===== src/rtl/pwm_regs_pkg.sv =====
// pwm_regs_pkg: register map, ctrl bit positions and period derivation for pwm_multi_channel
package pwm_regs_pkg;
  localparam int ADDR_EN_OUT = 'h00;
  localparam int ADDR_EN_PWM = 'h04;
  localparam int ADDR_PRESC = 'h08;
  localparam int ADDR_CTRL = 'h09;
  localparam int ADDR_DUTY_BASE = 'h10;
  localparam int CTRL_STAGGER = 0;
  localparam int CTRL_LOCK = 1;
  function automatic int max_period(input int w);
    return (1 << w) - 1;
  endfunction
endpackage


===== src/rtl/pwm_channel.sv =====
// pwm_channel: one PWM lane with boundary-loaded duty shadow, phase-offset compare, gating and output flop
module pwm_channel
  import pwm_regs_pkg::*;
#(
  parameter int DUTY_W = 8,
  parameter int PHASE = 0
) (
  input  logic              clk,
  input  logic              rst,
  input  logic [DUTY_W-1:0] cnt,
  input  logic              boundary,
  input  logic              lock,
  input  logic [DUTY_W-1:0] duty_wr,
  input  logic              en_out,
  input  logic              en_pwm,
  input  logic              stagger,
  output logic              out
);
  localparam logic [DUTY_W:0] MAX = (DUTY_W + 1)'(max_period(DUTY_W));
  localparam logic [DUTY_W:0] PH = (DUTY_W + 1)'(PHASE);
  logic [DUTY_W-1:0] duty_sh;
  logic [DUTY_W:0] sum, pos;
  always_comb begin
    sum = {1'b0, cnt} + MAX - (stagger ? PH : '0);
    pos = sum >= MAX ? sum - MAX : sum;
  end
  always_ff @(posedge clk) begin
    if (rst) begin
      duty_sh <= '0;
      out <= 1'b0;
    end else begin
      if (boundary && !lock) duty_sh <= duty_wr;
      out <= en_out ? (en_pwm ? pos < {1'b0, duty_sh} : 1'b1) : 1'b0;
    end
  end
endmodule


===== src/rtl/pwm_multi_channel.sv =====
// pwm_multi_channel: NUM_CH PWM outputs behind a byte register port, with prescaler, double-buffered duty, lock and stagger
module pwm_multi_channel
  import pwm_regs_pkg::*;
#(
  parameter int NUM_CH = 16,
  parameter int DUTY_W = 8,
  parameter int PRESC_W = 8,
  parameter int ADDR_W = 7
) (
  input  logic              clk,
  input  logic              rst,
  input  logic              wr_en,
  input  logic [ADDR_W-1:0] wr_addr,
  input  logic [7:0]        wr_data,
  input  logic [ADDR_W-1:0] rd_addr,
  output logic [7:0]        rd_data,
  output logic [NUM_CH-1:0] out,
  output logic              period_start
);
  localparam int MAX = max_period(DUTY_W);
  localparam int STEP = MAX / NUM_CH;
  logic [NUM_CH-1:0] en_out, en_pwm;
  logic [PRESC_W-1:0] presc, presc_cnt;
  logic [1:0] ctrl;
  logic [DUTY_W-1:0] duty_wr [NUM_CH];
  logic [DUTY_W-1:0] cnt;
  logic tick, boundary;
  logic [7:0] rd_next;
  int wa, ra;
  assign wa = int'(wr_addr);
  assign ra = int'(rd_addr);
  assign tick = presc_cnt >= presc;
  assign boundary = tick && cnt == DUTY_W'(MAX - 1);
  always_ff @(posedge clk) begin
    if (rst) begin
      presc_cnt <= '0;
      cnt <= '0;
      period_start <= 1'b0;
    end else begin
      presc_cnt <= tick ? '0 : presc_cnt + PRESC_W'(1);
      cnt <= boundary ? '0 : cnt + DUTY_W'(tick);
      period_start <= boundary;
    end
  end
  always_ff @(posedge clk) begin
    if (rst) begin
      en_out <= '0;
      en_pwm <= '0;
      presc <= '0;
      ctrl <= '0;
      for (int c = 0; c < NUM_CH; c++) duty_wr[c] <= '0;
    end else if (wr_en) begin
      for (int b = 0; b < NUM_CH; b++) begin
        if (wa == ADDR_EN_OUT + b / 8) en_out[b] <= wr_data[3'(b)];
        if (wa == ADDR_EN_PWM + b / 8) en_pwm[b] <= wr_data[3'(b)];
      end
      if (wa == ADDR_PRESC) presc <= PRESC_W'(wr_data);
      if (wa == ADDR_CTRL) ctrl <= wr_data[1:0];
      for (int c = 0; c < NUM_CH; c++)
        if (wa == ADDR_DUTY_BASE + c) duty_wr[c] <= DUTY_W'(wr_data);
    end
  end
  always_comb begin
    rd_next = '0;
    for (int b = 0; b < NUM_CH; b++) begin
      if (ra == ADDR_EN_OUT + b / 8) rd_next[3'(b)] = en_out[b];
      if (ra == ADDR_EN_PWM + b / 8) rd_next[3'(b)] = en_pwm[b];
    end
    if (ra == ADDR_PRESC) rd_next = 8'(presc);
    if (ra == ADDR_CTRL) rd_next = {6'b0, ctrl};
    for (int c = 0; c < NUM_CH; c++)
      if (ra == ADDR_DUTY_BASE + c) rd_next = 8'(duty_wr[c]);
  end
  always_ff @(posedge clk) rd_data <= rst ? '0 : rd_next;
  for (genvar i = 0; i < NUM_CH; i++) begin : g_ch
    pwm_channel #(.DUTY_W(DUTY_W), .PHASE(i * STEP)) u_ch (
      .clk(clk),
      .rst(rst),
      .cnt(cnt),
      .boundary(boundary),
      .lock(ctrl[CTRL_LOCK]),
      .duty_wr(duty_wr[i]),
      .en_out(en_out[i]),
      .en_pwm(en_pwm[i]),
      .stagger(ctrl[CTRL_STAGGER]),
      .out(out[i])
    );
  end
endmodule


===== config.mk =====
export PLATFORM = sky130hd
export DESIGN_NAME = pwm_multi_channel
export DESIGN_NICKNAME = d
export VERILOG_FILES = /design/src/rtl/pwm_regs_pkg.sv /design/src/rtl/pwm_channel.sv /design/src/rtl/pwm_multi_channel.sv
export SDC_FILE = /design/constraint.sdc
export NUM_CORES = 1
export LEC_CHECK = 0
export CAP_MARGIN = 25
export CORE_ASPECT_RATIO = 1.5
export CORE_MARGIN = 2
export CORE_UTILIZATION = 30
export CTS_CLUSTER_DIAMETER = 150
export CTS_CLUSTER_SIZE = 28
export DETAILED_ROUTE_END_ITERATION = 16
export PLACE_DENSITY_LB_ADDON = 0.2
export SLEW_MARGIN = 5
export SYNTH_ARGS = -nofsm -noshare
export SYNTH_HDL_FRONTEND = slang
export SYNTH_HIERARCHICAL = 1
export SYNTH_SLANG_ARGS = --single-unit

===== constraint.sdc =====
create_clock -name clk -period 17.97 [get_ports clk]
set_input_delay 4.4925 -clock clk [delete_from_list [all_inputs] [get_ports clk]]
set_output_delay 4.4925 -clock clk [all_outputs]
set_load 0.02 [all_outputs]

## Yosys cells after proc, flatten, opt, wreduce, memory -nomap -nowiden

Memories as Yosys holds them, arrays and structs flattened.
Cells that the tools add are included.
W data, S select, Z words.

- Input bits: 25
- Memory bits (writable): 128
- Memories kept: 1
- Register bits: 123
- Word-level logic and storage cells: 289
- Output and inout bits: 25

Memories:

| name | depth | width | read ports | clocked after memory_dff | write ports | RTL line | source |
|---|---|---|---|---|---|---|---|
| duty_wr | 16 | 8 | 16 | 0 | 16 | pwm_multi_channel.sv:25 | `logic [DUTY_W-1:0] duty_wr [NUM_CH];` |

- Reductions and logical operators: 21
- $add $sub $neg: 18
- Order comparisons: 17
- Equality and inequality tests: 43
- Muxes and demuxes: 139
- Bitwise logic cells: 24

Operator list:

| cell | number |
|---|---|
| $mux W8 | 37 |
| $eq A7 B6 Y1 const B | 32 |
| $mux W1 | 90 |
| $ge A9 B8 Y1 const B | 8 |
| $lt A9 B8 Y1 | 8 |
| $mux W9 | 8 |
| $sub A9 B8 Y9 const B | 8 |
| $logic_not A32 Y1 | 2 |
| $sub A9 B9 Y9 | 7 |
| $eq A7 B4 Y1 const B | 4 |
| $eq A7 B5 Y1 const B | 4 |
| $reduce_or A2 Y1 | 10 |
| $or A1 B1 Y1 | 16 |
| $eq A7 B2 Y1 const B | 2 |
| $reduce_and A2 Y1 | 6 |
| $add A8 B8 Y9 const B | 1 |
| $add A8 B1 Y8 | 1 |
| $add A8 B1 Y8 const B | 1 |
| $eq A8 B8 Y1 const B | 1 |
| $ge A8 B8 Y1 | 1 |
| $not A1 Y1 | 8 |
| $mux W7 | 1 |
| $mux W6 | 1 |
| $mux W5 | 1 |
| 3 further kinds | 4 |

## Logic depth before layout (Yosys ltp)

- Word-level depth: 23
- Mapped depth: 23
- Mapped depth without buffers: 22

## Hierarchy

Netlist, hierarchy kept.

Modules (own cells, without submodules):

| module | instances | cells each | sequential area each (um2) | area an instance (um2) |
|---|---|---|---|---|
| pwm_multi_channel | 1 | 796 | 4,864.7 | 8,399.3 |
| pwm_channel (g_ch[8].u_ch) | 1 | 151 | 180.2 | 1,148.6 |
| pwm_channel (g_ch[3].u_ch) | 1 | 148 | 180.2 | 1,147.4 |
| pwm_channel (g_ch[10].u_ch) | 1 | 151 | 180.2 | 1,144.8 |
| pwm_channel (g_ch[11].u_ch) | 1 | 143 | 180.2 | 1,128.6 |
| pwm_channel (g_ch[15].u_ch) | 1 | 146 | 180.2 | 1,088.5 |
| pwm_channel (g_ch[12].u_ch) | 1 | 139 | 180.2 | 1,082.3 |
| pwm_channel (g_ch[14].u_ch) | 1 | 146 | 180.2 | 1,077.3 |
| pwm_channel (g_ch[7].u_ch) | 1 | 142 | 180.2 | 1,048.5 |
| pwm_channel (g_ch[6].u_ch) | 1 | 136 | 180.2 | 1,046.0 |
| pwm_channel (g_ch[1].u_ch) | 1 | 139 | 180.2 | 1,037.2 |
| pwm_channel (g_ch[9].u_ch) | 1 | 136 | 180.2 | 1,036.0 |
| pwm_channel (g_ch[4].u_ch) | 1 | 142 | 180.2 | 1,031.0 |
| pwm_channel (g_ch[2].u_ch) | 1 | 128 | 180.2 | 1,013.5 |
| +3 rows | - | - | - | - |

## Least setup slack after synthesis

OpenSTA, ideal clock, no wires.

- Path kind: input port to flip-flop
- Start: in rd_addr[5]
- End: reg rd_data[1]
- Arrival time: 5.857 ns
- Slack: 11.992 ns
- Stages on the path: 7
- Buffers on the path: 2
- Setup time: 0.122 ns
- Required time: 17.848 ns
- Cells stage by stage: buf_6 > or4b_4 > buf_6 > o311a_1 > o211ai_1 > a211o_1 > a21oi_1

- Word-level cells in the longest chain between the ends: 23
- Elaborated cells on any way between the ends: 44
- Those cells by class: eq/ne: 21; mux: 22; reduce/logical: 1

Ends and longest elaborated chain:

| element | RTL line | source |
|---|---|---|
| start: declaration | pwm_multi_channel.sv:15 | `input logic [ADDR_W-1:0] rd_addr,` |
| $logic_not A32 Y1 | - |  |
| $mux W1 | pwm_multi_channel.sv:66 | `if (ra == ADDR_EN_OUT + b / 8) rd_next[3'(b)] = en_out[b];` |
| $mux W1 | pwm_multi_channel.sv:67 | `if (ra == ADDR_EN_PWM + b / 8) rd_next[3'(b)] = en_pwm[b];` |
| $mux W1 | pwm_multi_channel.sv:66 |  |
| $mux W1 | pwm_multi_channel.sv:67 |  |
| $mux W8 | pwm_multi_channel.sv:69 | `if (ra == ADDR_PRESC) rd_next = 8'(presc);` |
| $mux W8 | pwm_multi_channel.sv:70 | `if (ra == ADDR_CTRL) rd_next = {6'b0, ctrl};` |
| $mux W8 (15 in series) | pwm_multi_channel.sv:72 | `if (ra == ADDR_DUTY_BASE + c) rd_next = 8'(duty_wr[c]);` |
| $mux W8 * | pwm_multi_channel.sv:72 |  |
| end signal: assignment | pwm_multi_channel.sv:74 | `always_ff @(posedge clk) rd_data <= rst ? '0 : rd_next;` |
| end: declaration | pwm_multi_channel.sv:16 | `output logic [7:0] rd_data,` |

Every way passes the cells marked *; elsewhere a longest branch is shown, timed or not.
A chain may end at the register's enable or synchronous reset.

## Worst setup path after layout

- Start: in rd_addr[3]
- End: reg rd_data[1]

The elaborated chain is that of the path after synthesis.

==> impl_metrics.tcl <==
set metrics [dict create \
    result_of_the_run "finished, final reports clean" \
    die_height_um 360 \
    static-leakage-power_nw 10.1 \
    clock_path_buffers 3 \
    placed_cells_incl_taps 4129 \
    synth_top_flop_cell "dfxtp_1" \
    io_buffer_count 49 \
    net_total_in_the_final_layout 3286 \
    antenna_violating_nets_post_route 0 \
    core_area_um2 83800 \
    synth.cells.most_frequent "481 x nor2_1, 264 x a21oi_1, 223 x ha_1, 220 x inv_1, 197 x nand2_1" \
    critical_path.max_stage_delay_ns 0.87 \
    number_of_global_route_vias_before_repair 21000 \
    grt_remaining_overflow 0 \
    worstSkewPairLatency_ns 0.55 \
    end_kind "flop" \
    synth_largest_type_area_fraction 0.154 \
    synthArstFlopShare 0 \
    number_of_library_cell_types_mapped_by_synthesis 152 \
    critical_path_arrival_ns 7.15 \
    clock-skew-final_ns 0.0351 \
    drc 0 \
    synth.yosys.seq_area_share 0.305 \
    slew-limit-headroom 0.324 \
    hp-class "reg -> reg" \
    hold_viol 0 \
    crit_path_top_delay_cell "clkdlybuf4s50_1" \
    ys_warn_count 6 \
    wl_final_mm 83.5 \
    layout_worst_path_cycle_share 0.374 \
    critical_path_required_ns 18.39 \
    setup.worst_path.end "rd_data[1]" \
    crit_path_cell_trace "clkdlybuf4s50_1 > nor2b_1 > nand2_1 > a2111oi_0 > a211o_1 > a21oi_1" \
    finalSetupViolCount 0 \
    power_density_nw_per_um2 73.5 \
    post_syn_instances 3038 \
    hpwlAfterDp_mm 64.6 \
    globalplace.congestion 0.924 \
    synth.most_common_cell "nor2_1" \
    synth_enable_flop_cells 128 \
    post_route_cells_drive_above_1_share 0.0810 \
    final_cells 4161 \
    rows 130 \
    drt-vias-per-instance 5.20 \
    cts.repair_timing.setup_buffer_count 0 \
    fmaxAchievable_mhz 149 \
    area_growth_synth_to_finish_pct 8.02 \
    i_o_pin_count 50 \
    critical_path_cell_count 6 \
    h-tree-depth 1 \
    antenna_found_initial 5 \
    crit-reg2reg-capture "g_ch[3].u_ch/out" \
    worstReg2RegStart "cnt[0]" \
    post_detailed_placement_cell_area_um2 27000 \
    hold_buffers 0 \
    critPathLaunch "rd_addr[3]" \
    final_area_um2 27400 \
    r2r_slack_ns 12.58 \
    utilization 0.328 \
    drt-pass1-iter-count 5 \
    unrepaired_setup_endpoints_after_global_routing "no" \
    post-synth-top-area-cell "dfxtp_1" \
    number_of_clock_sinks 323 \
    fp.dieArea_um2 87100 \
    setup_total_negative_slack_ns 0 \
    finalMaxSlewViolations 0 \
    timing.hold.ws_ns 0.465 \
    timing.critical_path.max_delay_family "compound AO/OA/AOI/OAI gates" \
    initial_cell_density_of_the_core 0.303 \
    r2r.worst_path.cells 21 \
    worst_slew_pin_slew_ns 1.01 \
    cts_resized 0 \
    synthesis.area_um2 25400 \
    worst_ir_drop_vdd_mv 0.0512 \
    ctsRootBufferMaster "clkbuf_16" \
    num_vias 21600 \
    max_cap_violations 0 \
    finalWorstPathRequiredPeriod_ns 6.73 \
    die_width_um 242 \
    critPathKind "in -> reg" \
    netlist_top_cells_area "dfxtp_1 15%, edfxtp_1 15%, ha_1 11%" \
    worst-path-max-fanout 24 \
    global_route_wire_length_before_repair_mm 127 \
    drt_iter0_drc 1359 \
    grt_start_max_net_pins 73 \
    clk_pin_slew_worst_paths_ns 0.12 \
    number_of_synthesized_register_bits 323 \
    cp-start-kind "input port" \
    synth_area_per_cell_um2 8.36 \
    tritoncts "built" \
    route.detailed.wl_per_inst_um 20.1 \
    tritoncts.num_buffers 15 \
    gr-usage-all-layers 0.186 \
    cp.buffers_inverters 1 \
]
## how the worst min path moves through the flow
stage	slack, ns	cells after the start	endpoint	start
6_report	0.47	2	presc[1]	presc[1]
5_1_grt	0.50	2	presc[1]	presc[1]
4_1_cts	0.47	2	presc[1]	presc[1]
3_5_place_dp	0.45	2	presc[1]	presc[1]
3_3_place_gp	0.44	2	presc[1]	presc[1]
2_1_floorplan	0.44	2	presc[1]	presc[1]
## power by group
group | total, mW | switching, mW | internal [mW]
sequential | 0.814 | 0.0293 | 0.784
clock | 0.423 | 0.258 | 0.165
combinational | 0.782 | 0.456 | 0.326
## area by class of cell
cell class                 instances  area [um^2]
clock buffer                      23          415
sequential                       323         7770
fill                            8865        56300
tap                             1122         1400
antenna                            1         2.50
inverter                         222          833
timing repair buffer              87          767
multi-input combinational       2381        16200
clock inverter                     2         13.8
## cells in the final DEF (no fill, tap or decap), types with 33 or more instances in the layout
cell	instances
nor2_1	480
o21ai_0	85
a21oi_1	264
edfxtp_1	128
xnor2_1	80
ha_1	223
dfxtp_1	187
nor3_1	61
clkdlybuf4s50_1	46
buf_4	38
nand2_1	197
nand2b_1	41
mux2i_1	45
xor2_1	58
a211oi_1	34
nand3_1	113
nor2b_1	48
inv_1	220
a21o_1	33
## worst min-delay path, cell delays in order, from the launching register on
cell     delay [ns]
dfxtp_1        0.33
nand2_1        0.05
a21oi_1        0.05
## flip-flops by register name, summed over array words and instances (netlist names), 8 cells and up
signal,flops
duty_wr,128
g_ch.u_ch/duty_sh,128
g_ch.u_ch/out,16
cnt,8
en_out,8
en_pwm,8
presc,8
presc_cnt,8
rd_data,8
## kinds of logic after synthesis
logic type               share of synthesized area
AND/OR/NAND/NOR                              0.233
adder cells (fa/ha/maj)                      0.116
other                                     0.000148
multiplexers                                0.0307
buffers and inverters                       0.0585
flip-flops                                   0.305
AO/OA/AOI/OAI                                0.206
XOR/XNOR                                    0.0501
## routing by layer
metal	global-route usage	routed length, um	vias to the layer above
li1	-	-	10800
met5	0	41	-
met3	0.0124	2060	102
met4	0.0706	3220	6
met1	0.214	34300	10400
met2	0.358	43800	363
## per-stage QoR
stage	total power, mW	setup WS (ns)
after floorplan	1.42	11.99
after global placement	1.61	10.40
after detailed placement	1.61	10.70
after CTS	2.04	11.26
after global routing	2.15	11.10
final	2.02	11.24
No activity file was read; power rests on OpenSTA's default activity.
